$ cat src/rtl/fft_pkg.sv
// rtl/fft_pkg.sv - shared FFT constants, FP4 field widths and AGU state encoding
// Purpose: common definitions imported by the FFT address generation blocks.
// Ports: none (package).
package fft_pkg;

    // Default largest transform size handled by the AGU.
    localparam int MAX_N_DEF = 32;

    // FP4 sample format: sign 1, exponent 2, mantissa 1; complex word is re/im pair.
    localparam int FP4_SIGN_W = 1;
    localparam int FP4_EXP_W  = 2;
    localparam int FP4_MANT_W = 1;
    localparam int FP4_W      = FP4_SIGN_W + FP4_EXP_W + FP4_MANT_W;
    localparam int CPLX_W     = 2 * FP4_W;

    typedef enum logic [1:0] {
        AGU_IDLE = 2'd0,
        AGU_RUN  = 2'd1,
        AGU_DONE = 2'd2
    } agu_state_t;

endpackage

$ cat src/rtl/fft_agu_dyn_if.sv
// rtl/fft_agu_dyn_if.sv - control/address bundle between FFT sequencer and the AGU
// Purpose: groups the start/step handshake and the generated addresses.
// Modports: master (sequencer/datapath side), slave (AGU side).
// Signals: start, log2_n, next_step -> AGU; valid, idx_a, idx_b, tw_idx, stage,
//          busy, done, cfg_err <- AGU.
// Optional (FFT_AGU_BITREV_EN): ld_addr -> AGU, ld_addr_rev <- AGU.
interface fft_agu_dyn_if #(
    parameter int MAX_N = fft_pkg::MAX_N_DEF
);
    localparam int ADDR_WIDTH = $clog2(MAX_N);
    localparam int LOG_W      = $clog2(ADDR_WIDTH + 1);

    logic                  start;
    logic [LOG_W-1:0]      log2_n;
    logic                  next_step;
    logic                  valid;
    logic [ADDR_WIDTH-1:0] idx_a;
    logic [ADDR_WIDTH-1:0] idx_b;
    logic [ADDR_WIDTH-2:0] tw_idx;
    logic [LOG_W-1:0]      stage;
    logic                  busy;
    logic                  done;
    logic                  cfg_err;
`ifdef FFT_AGU_BITREV_EN
    logic [ADDR_WIDTH-1:0] ld_addr;
    logic [ADDR_WIDTH-1:0] ld_addr_rev;
`endif

`ifdef FFT_AGU_BITREV_EN
    modport master (
        output start, log2_n, next_step, ld_addr,
        input  valid, idx_a, idx_b, tw_idx, stage, busy, done, cfg_err, ld_addr_rev
    );
    modport slave (
        input  start, log2_n, next_step, ld_addr,
        output valid, idx_a, idx_b, tw_idx, stage, busy, done, cfg_err, ld_addr_rev
    );
`else
    modport master (
        output start, log2_n, next_step,
        input  valid, idx_a, idx_b, tw_idx, stage, busy, done, cfg_err
    );
    modport slave (
        input  start, log2_n, next_step,
        output valid, idx_a, idx_b, tw_idx, stage, busy, done, cfg_err
    );
`endif

endinterface

$ cat src/rtl/fft_bitrev_var.sv
// rtl/fft_bitrev_var.sv - variable-width bit reverser
// Purpose: reverses the low nbits bits of addr; bits at and above nbits are 0.
// Ports: addr [W-1:0] in, nbits [LOG_W-1:0] in, rev [W-1:0] out (combinational).
module fft_bitrev_var #(
    parameter int W     = 5,
    parameter int LOG_W = 3
) (
    input  logic [W-1:0]     addr,
    input  logic [LOG_W-1:0] nbits,
    output logic [W-1:0]     rev
);
    logic [W-1:0] full_rev;

    always_comb begin
        full_rev = '0;
        for (int i = 0; i < W; i++) begin
            full_rev[i] = addr[W-1-i];
        end
        // Reversing all W bits then shifting right by W-nbits leaves exactly the
        // reversed low nbits; nbits beyond W is clamped to a full-width reversal.
        if (int'(nbits) >= W) begin
            rev = full_rev;
        end else begin
            rev = full_rev >> (W - int'(nbits));
        end
    end

endmodule

$ cat src/rtl/fft_agu_dyn.sv
// rtl/fft_agu_dyn.sv - runtime-configurable radix-2 DIT FFT address generator
// Purpose: emits one butterfly operand pair plus twiddle index per accepted step
//          for any power-of-two N in 2..MAX_N chosen per transform via log2_n.
// Ports: clk, rst (sync active-high); bus (fft_agu_dyn_if.slave): start, log2_n,
//        next_step in; valid, idx_a, idx_b, tw_idx, stage, busy, done, cfg_err out.
// Optional macro FFT_AGU_BITREV_EN: adds bus.ld_addr / bus.ld_addr_rev bit-reversal.
module fft_agu_dyn
    import fft_pkg::*;
#(
    parameter int MAX_N      = MAX_N_DEF,
    parameter int ADDR_WIDTH = $clog2(MAX_N),
    parameter int LOG_W      = $clog2(ADDR_WIDTH + 1)
) (
    input  logic         clk,
    input  logic         rst,
    fft_agu_dyn_if.slave bus
);
    localparam int AW = ADDR_WIDTH;

    agu_state_t      state, state_n;
    logic [LOG_W-1:0] n_lat, n_lat_n;
    logic [LOG_W-1:0] stage_r, stage_n;
    logic [AW-1:0]    bfly, bfly_n;
    logic [AW-1:0]    grp, grp_n;
    logic [AW-1:0]    stride, stride_n;

    logic             valid_q, valid_n;
    logic [AW-1:0]    idx_a_q, idx_a_n;
    logic [AW-1:0]    idx_b_q, idx_b_n;
    logic [AW-2:0]    tw_q, tw_n;
    logic [LOG_W-1:0] stage_q, stage_out_n;
    logic             done_q, done_n;
    logic             cfg_err_q, cfg_err_n;

    logic [AW:0]      n_full;
    logic [AW:0]      grp_last;
    logic             bfly_at_end, grp_at_end, stage_at_end, legal, run_n;
    logic [AW-1:0]    a_calc, tw_calc;

    always_ff @(posedge clk) begin
        if (rst) begin
            state     <= AGU_IDLE;
            n_lat     <= '0;
            stage_r   <= '0;
            bfly      <= '0;
            grp       <= '0;
            stride    <= AW'(1);
            valid_q   <= 1'b0;
            idx_a_q   <= '0;
            idx_b_q   <= '0;
            tw_q      <= '0;
            stage_q   <= '0;
            done_q    <= 1'b0;
            cfg_err_q <= 1'b0;
        end else begin
            state     <= state_n;
            n_lat     <= n_lat_n;
            stage_r   <= stage_n;
            bfly      <= bfly_n;
            grp       <= grp_n;
            stride    <= stride_n;
            valid_q   <= valid_n;
            idx_a_q   <= idx_a_n;
            idx_b_q   <= idx_b_n;
            tw_q      <= tw_n;
            stage_q   <= stage_out_n;
            done_q    <= done_n;
            cfg_err_q <= cfg_err_n;
        end
    end

    always_comb begin
        state_n   = state;
        n_lat_n   = n_lat;
        stage_n   = stage_r;
        bfly_n    = bfly;
        grp_n     = grp;
        stride_n  = stride;
        cfg_err_n = 1'b0;

        // Groups per stage = N >> (stage+1); one extra bit keeps N itself representable.
        n_full       = (AW+1)'(1) << n_lat;
        grp_last     = (n_full >> (stage_r + LOG_W'(1))) - (AW+1)'(1);
        bfly_at_end  = (bfly == stride - AW'(1));
        grp_at_end   = ({1'b0, grp} == grp_last);
        stage_at_end = (stage_r == n_lat - LOG_W'(1));
        legal        = (bus.log2_n != '0) && (bus.log2_n <= LOG_W'(AW));

        unique case (state)
            AGU_IDLE: begin
                if (bus.start) begin
                    if (legal) begin
                        state_n  = AGU_RUN;
                        n_lat_n  = bus.log2_n;
                        stage_n  = '0;
                        bfly_n   = '0;
                        grp_n    = '0;
                        stride_n = AW'(1);
                    end else begin
                        cfg_err_n = 1'b1;
                    end
                end
            end
            AGU_RUN: begin
                // start is deliberately not looked at here, so a start coinciding
                // with the final step is dropped.
                if (bus.next_step) begin
                    if (!bfly_at_end) begin
                        bfly_n = bfly + AW'(1);
                    end else begin
                        bfly_n = '0;
                        if (!grp_at_end) begin
                            grp_n = grp + AW'(1);
                        end else begin
                            grp_n = '0;
                            if (stage_at_end) begin
                                state_n = AGU_DONE;
                            end else begin
                                stage_n  = stage_r + LOG_W'(1);
                                stride_n = stride << 1;
                            end
                        end
                    end
                end
            end
            AGU_DONE: begin
                state_n = AGU_IDLE;
            end
            default: begin
                state_n = AGU_IDLE;
            end
        endcase

        // Outputs are computed from next-state counters so they register together.
        run_n       = (state_n == AGU_RUN);
        a_calc      = (grp_n << (stage_n + LOG_W'(1))) + bfly_n;
        tw_calc     = bfly_n << (LOG_W'(AW - 1) - stage_n);
        valid_n     = run_n;
        idx_a_n     = run_n ? a_calc : '0;
        idx_b_n     = run_n ? (a_calc + stride_n) : '0;
        tw_n        = run_n ? tw_calc[AW-2:0] : '0;
        stage_out_n = run_n ? stage_n : '0;
        done_n      = (state_n == AGU_DONE);
    end

    assign bus.valid   = valid_q;
    assign bus.idx_a   = idx_a_q;
    assign bus.idx_b   = idx_b_q;
    assign bus.tw_idx  = tw_q;
    assign bus.stage   = stage_q;
    assign bus.busy    = (state != AGU_IDLE);
    assign bus.done    = done_q;
    assign bus.cfg_err = cfg_err_q;

`ifdef FFT_AGU_BITREV_EN
    logic [LOG_W-1:0] rev_bits;

    // Live size while idle so the load path can run ahead of start.
    assign rev_bits = (state == AGU_IDLE) ? bus.log2_n : n_lat;

    fft_bitrev_var #(
        .W     (AW),
        .LOG_W (LOG_W)
    ) u_bitrev (
        .addr  (bus.ld_addr),
        .nbits (rev_bits),
        .rev   (bus.ld_addr_rev)
    );
`endif

endmodule

$ cat src/flat_wrapper.sv
// flat-port wrapper written by rule: the top's interface ports become plain ports
module fft_agu_dyn_flat import fft_pkg::*;
#(
    parameter int MAX_N      = MAX_N_DEF,
    parameter int ADDR_WIDTH = $clog2(MAX_N),
    parameter int LOG_W      = $clog2(ADDR_WIDTH + 1)
)
  (clk, rst, bus_start, bus_log2_n, bus_next_step, bus_valid, bus_idx_a, bus_idx_b, bus_tw_idx, bus_stage, bus_busy, bus_done, bus_cfg_err);
  fft_agu_dyn_if #(.MAX_N(MAX_N)) bus_i ();
  input  logic clk;
  input  logic rst;
  input wire logic [$bits(bus_i.start)-1:0] bus_start;
  input wire logic [$bits(bus_i.log2_n)-1:0] bus_log2_n;
  input wire logic [$bits(bus_i.next_step)-1:0] bus_next_step;
  output wire logic [$bits(bus_i.valid)-1:0] bus_valid;
  output wire logic [$bits(bus_i.idx_a)-1:0] bus_idx_a;
  output wire logic [$bits(bus_i.idx_b)-1:0] bus_idx_b;
  output wire logic [$bits(bus_i.tw_idx)-1:0] bus_tw_idx;
  output wire logic [$bits(bus_i.stage)-1:0] bus_stage;
  output wire logic [$bits(bus_i.busy)-1:0] bus_busy;
  output wire logic [$bits(bus_i.done)-1:0] bus_done;
  output wire logic [$bits(bus_i.cfg_err)-1:0] bus_cfg_err;
  assign bus_i.start = bus_start;
  assign bus_i.log2_n = bus_log2_n;
  assign bus_i.next_step = bus_next_step;
  assign bus_valid = bus_i.valid;
  assign bus_idx_a = bus_i.idx_a;
  assign bus_idx_b = bus_i.idx_b;
  assign bus_tw_idx = bus_i.tw_idx;
  assign bus_stage = bus_i.stage;
  assign bus_busy = bus_i.busy;
  assign bus_done = bus_i.done;
  assign bus_cfg_err = bus_i.cfg_err;
  fft_agu_dyn #(.MAX_N(MAX_N), .ADDR_WIDTH(ADDR_WIDTH), .LOG_W(LOG_W)) u_core (.clk(clk), .rst(rst), .bus(bus_i));
endmodule
$ cat config.mk
export PLATFORM = sky130hd
export DESIGN_NAME = fft_agu_dyn_flat
export DESIGN_NICKNAME = d
export VERILOG_FILES = /design/src/rtl/fft_pkg.sv /design/src/rtl/fft_agu_dyn_if.sv /design/src/rtl/fft_bitrev_var.sv /design/src/rtl/fft_agu_dyn.sv /design/src/flat_wrapper.sv
export SDC_FILE = /design/constraint.sdc
export NUM_CORES = 1
export LEC_CHECK = 0
export BUFFER_PORTS_ARGS = -buffer_cell sky130_fd_sc_hd__buf_2
export CAP_MARGIN = 20
export CORE_ASPECT_RATIO = 1.25
export CORE_MARGIN = 2
export CORE_UTILIZATION = 47
export DETAILED_ROUTE_END_ITERATION = 10
export HOLD_SLACK_MARGIN = 0.03
export PLACE_DENSITY = 0.68
export REMOVE_ABC_BUFFERS = 1
export SYNTH_ARGS = -nofsm -noshare
export SYNTH_HDL_FRONTEND = slang
export SYNTH_SLANG_ARGS = --single-unit
$ cat constraint.sdc
create_clock -name clk -period 6.17 [get_ports clk]
set_input_delay 0.3085 -clock clk [delete_from_list [all_inputs] [get_ports clk]]
set_output_delay 0.3085 -clock clk [all_outputs]
set_load 0.03 [all_outputs]
==> impl_metrics.py <==
metrics = {
    "status": {
        "status": "finished, violations left",
        "violations": "setup timing",
    },
    "critical_path": {
        "r2r_slack_ns": -0.12,
        "worstSetupPathType": "reg2reg",
        "cp_slowest_stage_delay_ns": 0.49,
        "critPathArrivalTime_ns": 6.53,
        "worst_r2r_startpoint": "u_core.n_lat[0]",
        "crit_path_max_fanout": 4,
        "critical_path.top_delay_family": "simple AND/OR/NAND/NOR gates",
        "bufs_and_invs_on_worst_path": 7,
        "rr_endpoint": "u_core.bus.idx_b[4]",
        "worst_r2r_path_depth": 32,
        "cp_slowest_cell": "sky130_fd_sc_hd__or4_1",
        "required_ns": 6.41,
        "timing.critical_path.from_type": "flip-flop",
        "critical_path.endpoint_type": "flip-flop",
    },
    "min_path": {
        "worst_hold_path.endpoint": "u_core.bus.cfg_err",
        "worstHoldPathCells": 3,
        "min-delay-start": "bus_start",
        "hold_class": "in2reg",
    },
    "timing": {
        "grt_setup_unrepaired": "true",
        "setup_viol": 1,
        "timing.final.ws_setup_ns": -0.120,
        "final_period_minus_worst_setup_slack_ns": 6.29,
        "fmax_ghz": 0.159,
        "fin_worst_skew_ns": 0.0133,
        "transition_time_at_the_pin_with_the_least_slew_margin_ns": 1.12,
        "timing.final.max_slew_violations": 0,
        "layout_worst_path_cycle_share_pct": 102,
        "relSlewSlack_pct": 23.4,
        "report.final.hold_viol_count": 0,
        "holdWs_ns": 0.244,
    },
    "yosys": {
        "synthesis.area_per_instance_um2": 8.22,
        "synth_async_sr_flop_share_pct": 0,
        "syn-cell-area_um2": 3250,
        "synth.top_cells.by_area": "sky130_fd_sc_hd__dfxtp_1 (26%), sky130_fd_sc_hd__ha_1 (7.7%), sky130_fd_sc_hd__nor2_1 (4.6%), sky130_fd_sc_hd__nand2_1 (3.7%), sky130_fd_sc_hd__a21oi_1 (3.5%)",
        "synth_flop_cell": "sky130_fd_sc_hd__dfxtp_1",
        "synth.distinct_cells": 72,
        "synth.yosys.warnings": 0,
        "synth_top_area_share_pct": 26.5,
        "number_of_flip_flops_and_latches_in_the_synthesized_netlist": 43,
        "yosysTopAreaCell": "sky130_fd_sc_hd__dfxtp_1",
        "syn_inst": 396,
        "synth_edf_count": 0,
        "synth_sequential_area_ratio_pct": 26.5,
    },
    "detailed_routing": {
        "drt-pass1-iter-count": 7,
        "detail-route-antenna-nets": 0,
        "detail_route.vias_per_cell": 6.08,
        "aggregate_routed_wire_length_um": 9970,
        "drt_drc_violations_left": 0,
        "detail_route.iter0.violations": 182,
        "detail_route.wl_per_cell_um": 17.7,
        "vias": 3422,
    },
    "grt": {
        "grt_max_degree": 26,
        "wire_length_of_the_first_global_routing_pass_um": 15800,
        "number_of_antenna_violations_at_the_first_check_in_global_routing": 0,
        "global_route.usage.total_pct": 26.0,
        "grt-ovfl-total": 0,
        "via_count_of_the_first_global_routing_pass": 3396,
    },
    "clock_tree": {
        "clock_latency_ns": 0.30,
        "cts_root_buf": "sky130_fd_sc_hd__clkbuf_8",
        "clock-sinks": 43,
        "clock_path_buffers": 2,
        "htree_levels": 2,
        "tritoncts.num_buffers": 5,
        "cts.clk_slew.worst_paths_ns": 0.09,
        "tritoncts_clock_tree": "yes",
    },
    "layout": {
        "layout_common_cells": "sky130_fd_sc_hd__buf_4 (55), sky130_fd_sc_hd__dfxtp_1 (41), sky130_fd_sc_hd__nor2_1 (39), sky130_fd_sc_hd__nand2_1 (32), sky130_fd_sc_hd__buf_2 (27)",
        "area.sequential_um2": 866,
        "mostFrequentLayoutCell": "sky130_fd_sc_hd__buf_4",
        "multi_input_area_um2": 2540,
        "final_core_utilization_pct": 64.7,
        "design_area_um2": 4300,
        "stdcell_count": 563,
        "antenna-diode-count": 0,
        "fillCellCount": 540,
        "syn2layout_area_growth_pct": 32.2,
        "layout-drive-gt1-share_pct": 32.8,
        "finish.net_count": 504,
    },
    "power_and_ir_drop": {
        "p_leak_nw": 1.87,
        "maximum_ir_drop_on_the_vdd_rail_mv": 0.148,
        "powerDensity_nw_per_um2": 148,
    },
    "die": {
        "design.core.area_um2": 6650,
        "initial_utilization_pct": 49.0,
        "dieWidth_um": 78.4,
        "die_h_um": 97.0,
        "num_io_pins": 28,
        "die_ar_um2": 7610,
        "std_cell_rows": 33,
    },
    "place": {
        "setup_slack_after_placement_ns": -0.417,
        "detailedPlacementHpwl_um": 7130,
        "gp_congestion": 0.915,
        "postPlaceCellArea_um2": 3790,
        "portBuffers": 27,
        "place.detailed.instances": 547,
    },
    "run": {
        "cap_viol_max_count": 0,
    },
}
-- area by class of cell --
cell class              count  area share (%)
clock buffers               6            1.92
clock inverters             2           0.814
inverters                  21            1.89
multi-input cells         318            58.9
flip-flops and latches     43            20.1
well taps                  87            2.53
repair buffers             86            13.8
-- power breakdown --
group          internal, mW  total, mW  switching (mW)
Clock                 0.131      0.233           0.102
Sequential            0.281      0.285         0.00375
Combinational        0.0480      0.117          0.0693
Total                 0.460      0.635           0.175
-- what timing repair did --
item                                    4_1_cts  5_1_grt
setup buffers                                 6        2
endpoints found under the setup margin        1        1
hold endpoints to repair                      0        0
resized for setup                            40       27
pin swaps                                    21       21
hold buffers                                  0        0
-- routing by layer --
metal	vias to the layer above	share of wire (%)	track usage, %
li1	1609	-	-
met1	1644	39	28.0
met2	126	53	47.7
met3	43	3.4	3.54
met4	0	5.1	14.2
met5	-	0	0
-- worst min-delay path, cell delays in order --
cell and delay [ns]:
sky130_fd_sc_hd__buf_2 0.12, sky130_fd_sc_hd__nand2_1 0.05, sky130_fd_sc_hd__nor3_1 0.03
-- registers in the layout, summed over array words and instances (netlist names), 2 cells and up --
name	count
u_core.bus.idx_a	5
u_core.stage_r	3
u_core.bus.tw_idx	4
u_core.bfly	5
u_core.stride	5
u_core.state	2
u_core.grp	5
u_core.bus.idx_b	5
u_core.n_lat	3
u_core.bus.stage	3
-- cells in the mapped netlist (all sizes together), types with 8 or more instances --
library cell	instances
a21oi	23
and2	11
and3	9
buf	10
dfxtp	43
ha	20
inv	21
mux2i	8
nand2	32
nand3	14
nor2	40
nor2b	9
nor3	13
o21ai	11
xnor2	12
xor2	10
-- metrics by stage --
| stage | power (mW) | setup TNS (ns) |
|---|---|---|
| floorplan | 0.346 | -0.608 |
| global placement | 0.384 | -0.0946 |
| detailed placement | 0.386 | -0.417 |
| CTS | 0.625 | -0.139 |
| global route | 0.661 | -0.320 |
| finish | 0.635 | -0.120 |
-- worst max path at each step --
stage	start	to	slack [ns]	cells past startpoint
floorplan	u_core.stage_r[0]	u_core.bus.idx_b[4]	-0.61	28
global placement	u_core.n_lat[0]	u_core.bus.idx_b[4]	-0.09	29
detailed placement	u_core.n_lat[1]	u_core.bus.idx_b[4]	-0.42	27
CTS	u_core.n_lat[0]	u_core.bus.idx_b[4]	-0.14	31
global route	u_core.n_lat[1]	u_core.bus.idx_b[4]	-0.32	31
finish	u_core.n_lat[0]	u_core.bus.idx_b[4]	-0.12	32
-- cells by family (layout without fill, tap and decap cells) --
family                     after synthesis  in the layout  synth area share (%)
AOI/OAI and AO/OA                       93             93                  20.3
xor gates and xnor gates                22             22                  6.38
adders and majority gates               22             22                  8.92
buffers and inverters                   35            115                  5.23
DFF                                     43             43                  26.5
muxes                                   13             13                  4.88
and+or+nand+nor                        168            168                  27.8
Power figures use the tool's default switching activity.
